<file path="config.mk">
export PLATFORM = sky130hd
export DESIGN_NAME = ps2_host_tx
export DESIGN_NICKNAME = d
export VERILOG_FILES = /design/src/rtl/ps2_pkg.sv /design/src/rtl/ps2_line_sync.sv /design/src/rtl/ps2_host_tx.sv
export SDC_FILE = /design/constraint.sdc
export NUM_CORES = 1
export LEC_CHECK = 0
export CELL_PAD_IN_SITES_DETAIL_PLACEMENT = 0
export CELL_PAD_IN_SITES_GLOBAL_PLACEMENT = 1
export CORE_AREA = 2 2 86 88
export CTS_CLUSTER_DIAMETER = 80
export DETAILED_ROUTE_END_ITERATION = 8
export DIE_AREA = 0 0 88 90
export GPL_ROUTABILITY_DRIVEN = 0
export PLACE_DENSITY = 0.88
export SLEW_MARGIN = 10
export SYNTH_ARGS = -nofsm -noshare
export SYNTH_HDL_FRONTEND = slang
export SYNTH_HIERARCHICAL = 1
export SYNTH_SLANG_ARGS = --single-unit
</file>
<file path="constraint.sdc">
create_clock -name i_driver_clk -period 2.1 [get_ports i_driver_clk]
set_input_delay 0.21 -clock i_driver_clk [delete_from_list [all_inputs] [get_ports i_driver_clk]]
set_output_delay 0.21 -clock i_driver_clk [all_outputs]
set_load 0.01 [all_outputs]
</file>
<file path="src/rtl/ps2_pkg.sv">
// Shared PS/2 types and defaults for the host transmitter and receiver.
// Cycle defaults assume a 50 MHz system clock.
package ps2_pkg;

  typedef enum logic [3:0] {
    IDLE,
    INHIBIT,
    REQ,
    SHIFT,
    PARITY,
    STOP,
    ACK,
    WAIT_IDLE,
    DONE
  } tx_state_e;

  typedef enum logic [1:0] {
    ERR_NONE    = 2'd0,
    ERR_NACK    = 2'd1,
    ERR_TIMEOUT = 2'd2
  } err_code_e;

  localparam int DEF_DATA_WIDTH     = 8;
  localparam int DEF_INHIBIT_CYCLES = 5000;
  localparam int DEF_TIMEOUT_CYCLES = 750000;
  localparam int DEF_SYNC_STAGES    = 2;

  // Counter width for a count that runs 0 .. n-1; never narrower than one bit.
  function automatic int cnt_width(input int n);
    return (n > 1) ? $clog2(n) : 1;
  endfunction

endpackage

</file>
<file path="src/rtl/ps2_line_sync.sv">
// Synchronises the raw PS/2 clock and data pads into the system clock domain
// and produces a one-cycle strobe on each synced clock falling edge.
module ps2_line_sync #(
  parameter int SYNC_STAGES = 2
) (
  input  logic clk_i,
  input  logic rst_i,
  input  logic ps2_clk_i,
  input  logic ps2_data_i,
  output logic clk_lvl_o,
  output logic data_lvl_o,
  output logic clk_fe_o
);

  logic [SYNC_STAGES-1:0] clk_sync_q;
  logic [SYNC_STAGES-1:0] data_sync_q;
  logic                   clk_prev_q;

  // Idle bus level is high, so reset to 1 to avoid a false edge after reset.
  always_ff @(posedge clk_i or posedge rst_i) begin
    if (rst_i) begin
      clk_sync_q  <= '1;
      data_sync_q <= '1;
      clk_prev_q  <= 1'b1;
    end else begin
      clk_sync_q  <= {clk_sync_q[SYNC_STAGES-2:0], ps2_clk_i};
      data_sync_q <= {data_sync_q[SYNC_STAGES-2:0], ps2_data_i};
      clk_prev_q  <= clk_sync_q[SYNC_STAGES-1];
    end
  end

  assign clk_lvl_o  = clk_sync_q[SYNC_STAGES-1];
  assign data_lvl_o = data_sync_q[SYNC_STAGES-1];
  assign clk_fe_o   = clk_prev_q & ~clk_sync_q[SYNC_STAGES-1];

endmodule

</file>
<file path="src/rtl/ps2_host_tx.sv">
// PS/2 host-to-device command transmitter: inhibit, request-to-send, shift
// data/parity/stop on device clock falling edges, check ACK, report errors.
module ps2_host_tx
  import ps2_pkg::*;
#(
  parameter int DATA_WIDTH     = DEF_DATA_WIDTH,
  parameter int INHIBIT_CYCLES = DEF_INHIBIT_CYCLES,
  parameter int TIMEOUT_CYCLES = DEF_TIMEOUT_CYCLES,
  parameter int SYNC_STAGES    = DEF_SYNC_STAGES
) (
  input  logic                  i_driver_clk,
  input  logic                  rst,
  input  logic                  i_ps2_clk,
  input  logic                  i_ps2_data,
  output logic                  o_ps2_clk_oe,
  output logic                  o_ps2_data_oe,
  input  logic                  i_valid,
  output logic                  o_ready,
  input  logic [DATA_WIDTH-1:0] i_byte,
  output logic                  o_done,
  output logic                  o_err,
  output logic [1:0]            o_err_code,
  output logic                  o_busy
);

  localparam int INH_W = cnt_width(INHIBIT_CYCLES);
  localparam int TMO_W = cnt_width(TIMEOUT_CYCLES);
  localparam int IDX_W = $clog2(DATA_WIDTH) + 1;

  logic clk_lvl, data_lvl, clk_fe;

  ps2_line_sync #(.SYNC_STAGES(SYNC_STAGES)) u_sync (
    .clk_i      (i_driver_clk),
    .rst_i      (rst),
    .ps2_clk_i  (i_ps2_clk),
    .ps2_data_i (i_ps2_data),
    .clk_lvl_o  (clk_lvl),
    .data_lvl_o (data_lvl),
    .clk_fe_o   (clk_fe)
  );

  tx_state_e             state_q, state_d;
  logic [INH_W-1:0]      inh_cnt_q, inh_cnt_d;
  logic [TMO_W-1:0]      tmo_cnt_q, tmo_cnt_d;
  logic [IDX_W-1:0]      idx_q, idx_d;
  logic [DATA_WIDTH-1:0] byte_q, byte_d;
  logic                  par_q, par_d;
  logic                  data_oe_q, data_oe_d;
  logic                  err_q, err_d;
  err_code_e             err_code_q, err_code_d;

  logic tmo_active, tmo_hit;

  assign tmo_active = state_q inside {REQ, SHIFT, PARITY, STOP, ACK, WAIT_IDLE};
  assign tmo_hit    = tmo_active && (tmo_cnt_q == TMO_W'(TIMEOUT_CYCLES - 1));

  always_ff @(posedge i_driver_clk or posedge rst) begin
    if (rst) begin
      state_q    <= IDLE;
      inh_cnt_q  <= '0;
      tmo_cnt_q  <= '0;
      idx_q      <= '0;
      byte_q     <= '0;
      par_q      <= 1'b0;
      data_oe_q  <= 1'b0;
      err_q      <= 1'b0;
      err_code_q <= ERR_NONE;
    end else begin
      state_q    <= state_d;
      inh_cnt_q  <= inh_cnt_d;
      tmo_cnt_q  <= tmo_cnt_d;
      idx_q      <= idx_d;
      byte_q     <= byte_d;
      par_q      <= par_d;
      data_oe_q  <= data_oe_d;
      err_q      <= err_d;
      err_code_q <= err_code_d;
    end
  end

  always_comb begin
    state_d    = state_q;
    inh_cnt_d  = inh_cnt_q;
    tmo_cnt_d  = tmo_cnt_q;
    idx_d      = idx_q;
    byte_d     = byte_q;
    par_d      = par_q;
    data_oe_d  = data_oe_q;
    err_d      = err_q;
    err_code_d = err_code_q;

    if (tmo_active) tmo_cnt_d = tmo_cnt_q + TMO_W'(1);

    case (state_q)
      IDLE: begin
        if (i_valid) begin
          byte_d     = i_byte;
          par_d      = ~^i_byte;
          err_d      = 1'b0;
          err_code_d = ERR_NONE;
          inh_cnt_d  = '0;
          state_d    = INHIBIT;
        end
      end
      INHIBIT: begin
        inh_cnt_d = inh_cnt_q + INH_W'(1);
        if (inh_cnt_q == INH_W'(INHIBIT_CYCLES - 1)) begin
          data_oe_d = 1'b1;
          tmo_cnt_d = '0;
          state_d   = REQ;
        end
      end
      REQ: begin
        idx_d   = '0;
        state_d = SHIFT;
      end
      SHIFT: begin
        if (clk_fe) begin
          data_oe_d = ~byte_q[idx_q[IDX_W-2:0]];
          idx_d     = idx_q + IDX_W'(1);
          if (idx_q == IDX_W'(DATA_WIDTH - 1)) state_d = PARITY;
        end
      end
      PARITY: begin
        if (clk_fe) begin
          data_oe_d = ~par_q;
          state_d   = STOP;
        end
      end
      STOP: begin
        if (clk_fe) begin
          data_oe_d = 1'b0;
          state_d   = ACK;
        end
      end
      ACK: begin
        if (clk_fe) begin
          if (!data_lvl) begin
            state_d = WAIT_IDLE;
          end else begin
            err_d      = 1'b1;
            err_code_d = ERR_NACK;
            state_d    = DONE;
          end
        end
      end
      WAIT_IDLE: begin
        if (clk_lvl && data_lvl) state_d = DONE;
      end
      DONE: begin
        state_d = IDLE;
      end
      default: begin
        state_d = IDLE;
      end
    endcase

    // A stalled device must not leave the bus held; this overrides any edge.
    if (tmo_hit) begin
      data_oe_d  = 1'b0;
      err_d      = 1'b1;
      err_code_d = ERR_TIMEOUT;
      state_d    = DONE;
    end
  end

  assign o_ps2_clk_oe  = state_q inside {INHIBIT, REQ};
  assign o_ps2_data_oe = data_oe_q;
  assign o_ready       = (state_q == IDLE);
  assign o_busy        = (state_q != IDLE);
  assign o_done        = (state_q == DONE);
  assign o_err         = err_q;
  assign o_err_code    = err_code_q;

endmodule

</file>
==> metrics.txt <==
Post-Route Setup TNS=0 ns; CTS tree=done; Clock transition at path regs=~0.070 ns; Avg Inst Size Synth=9.868 um2; Reg-to-Reg End=inh_cnt_q[9]; Synthesized Nets=334; Clock Skew=slightly above 0.01 ns; dpl ws=0.08017 ns; routed via count=approximately 2500; hpwl dp=4439 um; worst setup path start=state_q[2]; EDFF count, synth=0; slew margin rel.=about 69%; initial core utilization=44.70%; largest net degree at the start of global routing=55; Crit path max-delay family=simple AND/OR/NAND/NOR gates; Crit path required time=2.32 ns; DIE AREA=between 7000 and 8000 um2; crit path max fanout=13; Routed WL per cell=14.01 um; row count=31; Die H=90 um; Arr. time, crit path=about 2.2 ns; drt first-iter violations=124; Num CTS Buffers=9; htree depth=3; Min-Delay Path Class=input pin to asynchronous set/reset pin; Total GRT Usage=~18%; Yosys cell types=52; crit-path cells=buf_4, or4_1, nor3_2, nand3_1, mux2i_1; Core Region=7020 um2; r2r startpoint=state_q[2]; Achievable Freq=507.0 MHz; WL final=roughly 6400 um; first-pass GRT wire length=11130 um; grt ovf=0; static leakage=1.658 nW; slack of the critical path=0.1276 ns; RSZ-0062 raised after global routing=false; diode count=0; Yosys warning total=6; clk_lat worst skew=about 0.34 ns; initial antenna violation count=0; root buf cell=clkbuf_8; Bufs and invs on worst path=1; Area growth syn-to-layout=22.45%; # clock sinks=59; WS Path Type=flop to flop; Startpoint Class=flop; Final period util=93.92%; Max-cap violations=0; status=complete, no violations; pwr dens=1160 nW/um2; R2R setup slack=0.13 ns; io pins=21; CTS Buffer Depth=2; Worst path slowest cell=or4_1; number of global-route vias before repair=2407; fin crit period=around 2.0 ns; layout cells sized above 1=19.94%; Slowest Stage Delay on Critical Path=between 0.5 and 0.6 ns; Seq/Total Area, Yosys=47.25%; Pre-Repair DR Iteration Count=4; fin nets=372; DR vias/cell=5.487; Final ANT Viol Nets=0; worst-margin pin slew=0.4591 ns; final hold viol count=0; I/O Buffers=20; width of the die=88 um; Final Max Tran Viols=0; area of the mapped netlist=3138 um2; maximum vdd drop=just over 0.7 mV; CP endpoint kind=flop; cells after synthesis=318; drt drc=0; Main synth FF type=dfrtp_1; Seq cells post-synth=59; final setup violating endpoints=0; Worst R2R Path Depth=5; share of async-settable or async-resettable flops after synthesis=100.0%
[how the worst max path moves through the flow]
stage,to,cells after the start
2_1_floorplan,inh_cnt_q[10],6
6_report,inh_cnt_q[9],5
4_1_cts,o_ps2_clk_oe,4
3_3_place_gp,o_busy,4
5_1_grt,inh_cnt_q[11],5
3_5_place_dp,state_q[1],6
[worst reg2reg max path: stages, from the launching register on]
cell	delay [ns]
dfrtp_2	0.49
buf_4	0.18
or4_1	0.54
nor3_2	0.37
nand3_1	0.15
mux2i_1	0.13
[Yosys cell counts (6+ instances only)]
cell type / count / area [um2]
nor3_1: 11 / 55.05
xnor2_1: 16 / 140.1
clkbuf_1: 7 / 26.28
nand4_1: 15 / 93.84
o21ai_0: 20 / 100.1
xor2_1: 10 / 87.58
a21oi_1: 10 / 50.05
mux2_2: 10 / 112.6
dfrtp_1: 54 / 1351
mux2i_1: 6 / 60.06
nand3_1: 15 / 75.07
nor2_1: 26 / 97.59
and3_1: 9 / 56.30
nand2_1: 32 / 120.1
[per-stage QoR]
stage	utilization [%]	hold slack, ns	power (W)	instances	cell area (um2)
floorplan	-	0.1871	0.002713	318	3138
global placement	50.86	0.3455	0.003233	442	3571
detailed placement	50.86	0.3469	0.003262	442	3571
CTS	54.30	0.2615	0.004457	459	3812
global route	54.73	0.2743	0.004735	460	3842
finish	54.73	0.2602	0.004458	460	3842
[routing by layer]
metal  vias up  GRT usage (%)  part of all wire [%]  routed length [um]
li1       1223              -                     -                   -
met1      1240          24.40                    48                3083
met2        47          26.45                    46                2994
met3        14          4.132                   3.4                 221
met4         0          7.051                   2.3                 146
met5         -              0                     0                   0
[layout make-up]
type | instances | area (um2)
Fill cell | 634 | 3178
Multi-Input combinational cell | 239 | 1605
Sequential cell | 59 | 1486
Timing Repair Buffer | 41 | 385.4
Clock buffer | 11 | 141.4
Tap cell | 99 | 123.9
Clock inverter | 5 | 77.57
Inverter | 6 | 22.52
[flip-flops by register name, summed over array words and instances (netlist names)]
name                count
state_q                 4
u_sync/clk_prev_q       1
o_err                   1
u_sync/clk_sync_q       2
inh_cnt_q              13
o_ps2_data_oe           1
u_sync/data_sync_q      2
o_err_code              2
idx_q                   4
tmo_cnt_q              20
byte_q                  8
par_q                   1
[cells by family after synthesis]
group	count (synthesis)	synth area share (%)
AND/OR/NAND/NOR	146	25.80
XOR/XNOR	26	7.257
AO/OA/AOI/OAI	46	8.972
buffers and inverters	20	2.592
adder cells (fa/ha/maj)	3	1.196
multiplexers	18	6.938
flip-flops	59	47.25
[cell usage in the layout, fill, tap and decap left out, types with 4 or more instances in the layout]
master | netlist | final
dfrtp_1 | 54 | 51
nand2_1 | 32 | 32
nor2_1 | 26 | 26
o21ai_0 | 20 | 20
buf_4 | 0 | 19
xnor2_1 | 16 | 16
clkdlybuf4s50_1 | 0 | 16
nand4_1 | 15 | 15
nand3_1 | 15 | 15
mux2_2 | 10 | 10
a21oi_1 | 10 | 10
nor3_1 | 11 | 10
xor2_1 | 10 | 10
clkbuf_8 | 0 | 10
and3_1 | 9 | 9
mux2i_1 | 6 | 6
dfstp_2 | 5 | 5
nor2b_1 | 4 | 4
inv_1 | 5 | 4
and4_1 | 4 | 4
[power breakdown]
| group | internal (W) | total [W] | switching, W |
|---|---|---|---|
| registers | 0.00140 | 0.00169 | 0.000287 |
| clock network | 0.000697 | 0.00116 | 0.000461 |
| logic | 0.000815 | 0.00161 | 0.000795 |
[timing repair]
action                                 4_1_cts  5_1_grt
gates resized for setup                      6        6
hold buffers                                 0        0
pin swaps                                    1        4
setup endpoints to repair                    3        7
setup buffers                                1        1
endpoints found under the hold margin        0        0
(Power assumes the default switching activity.)
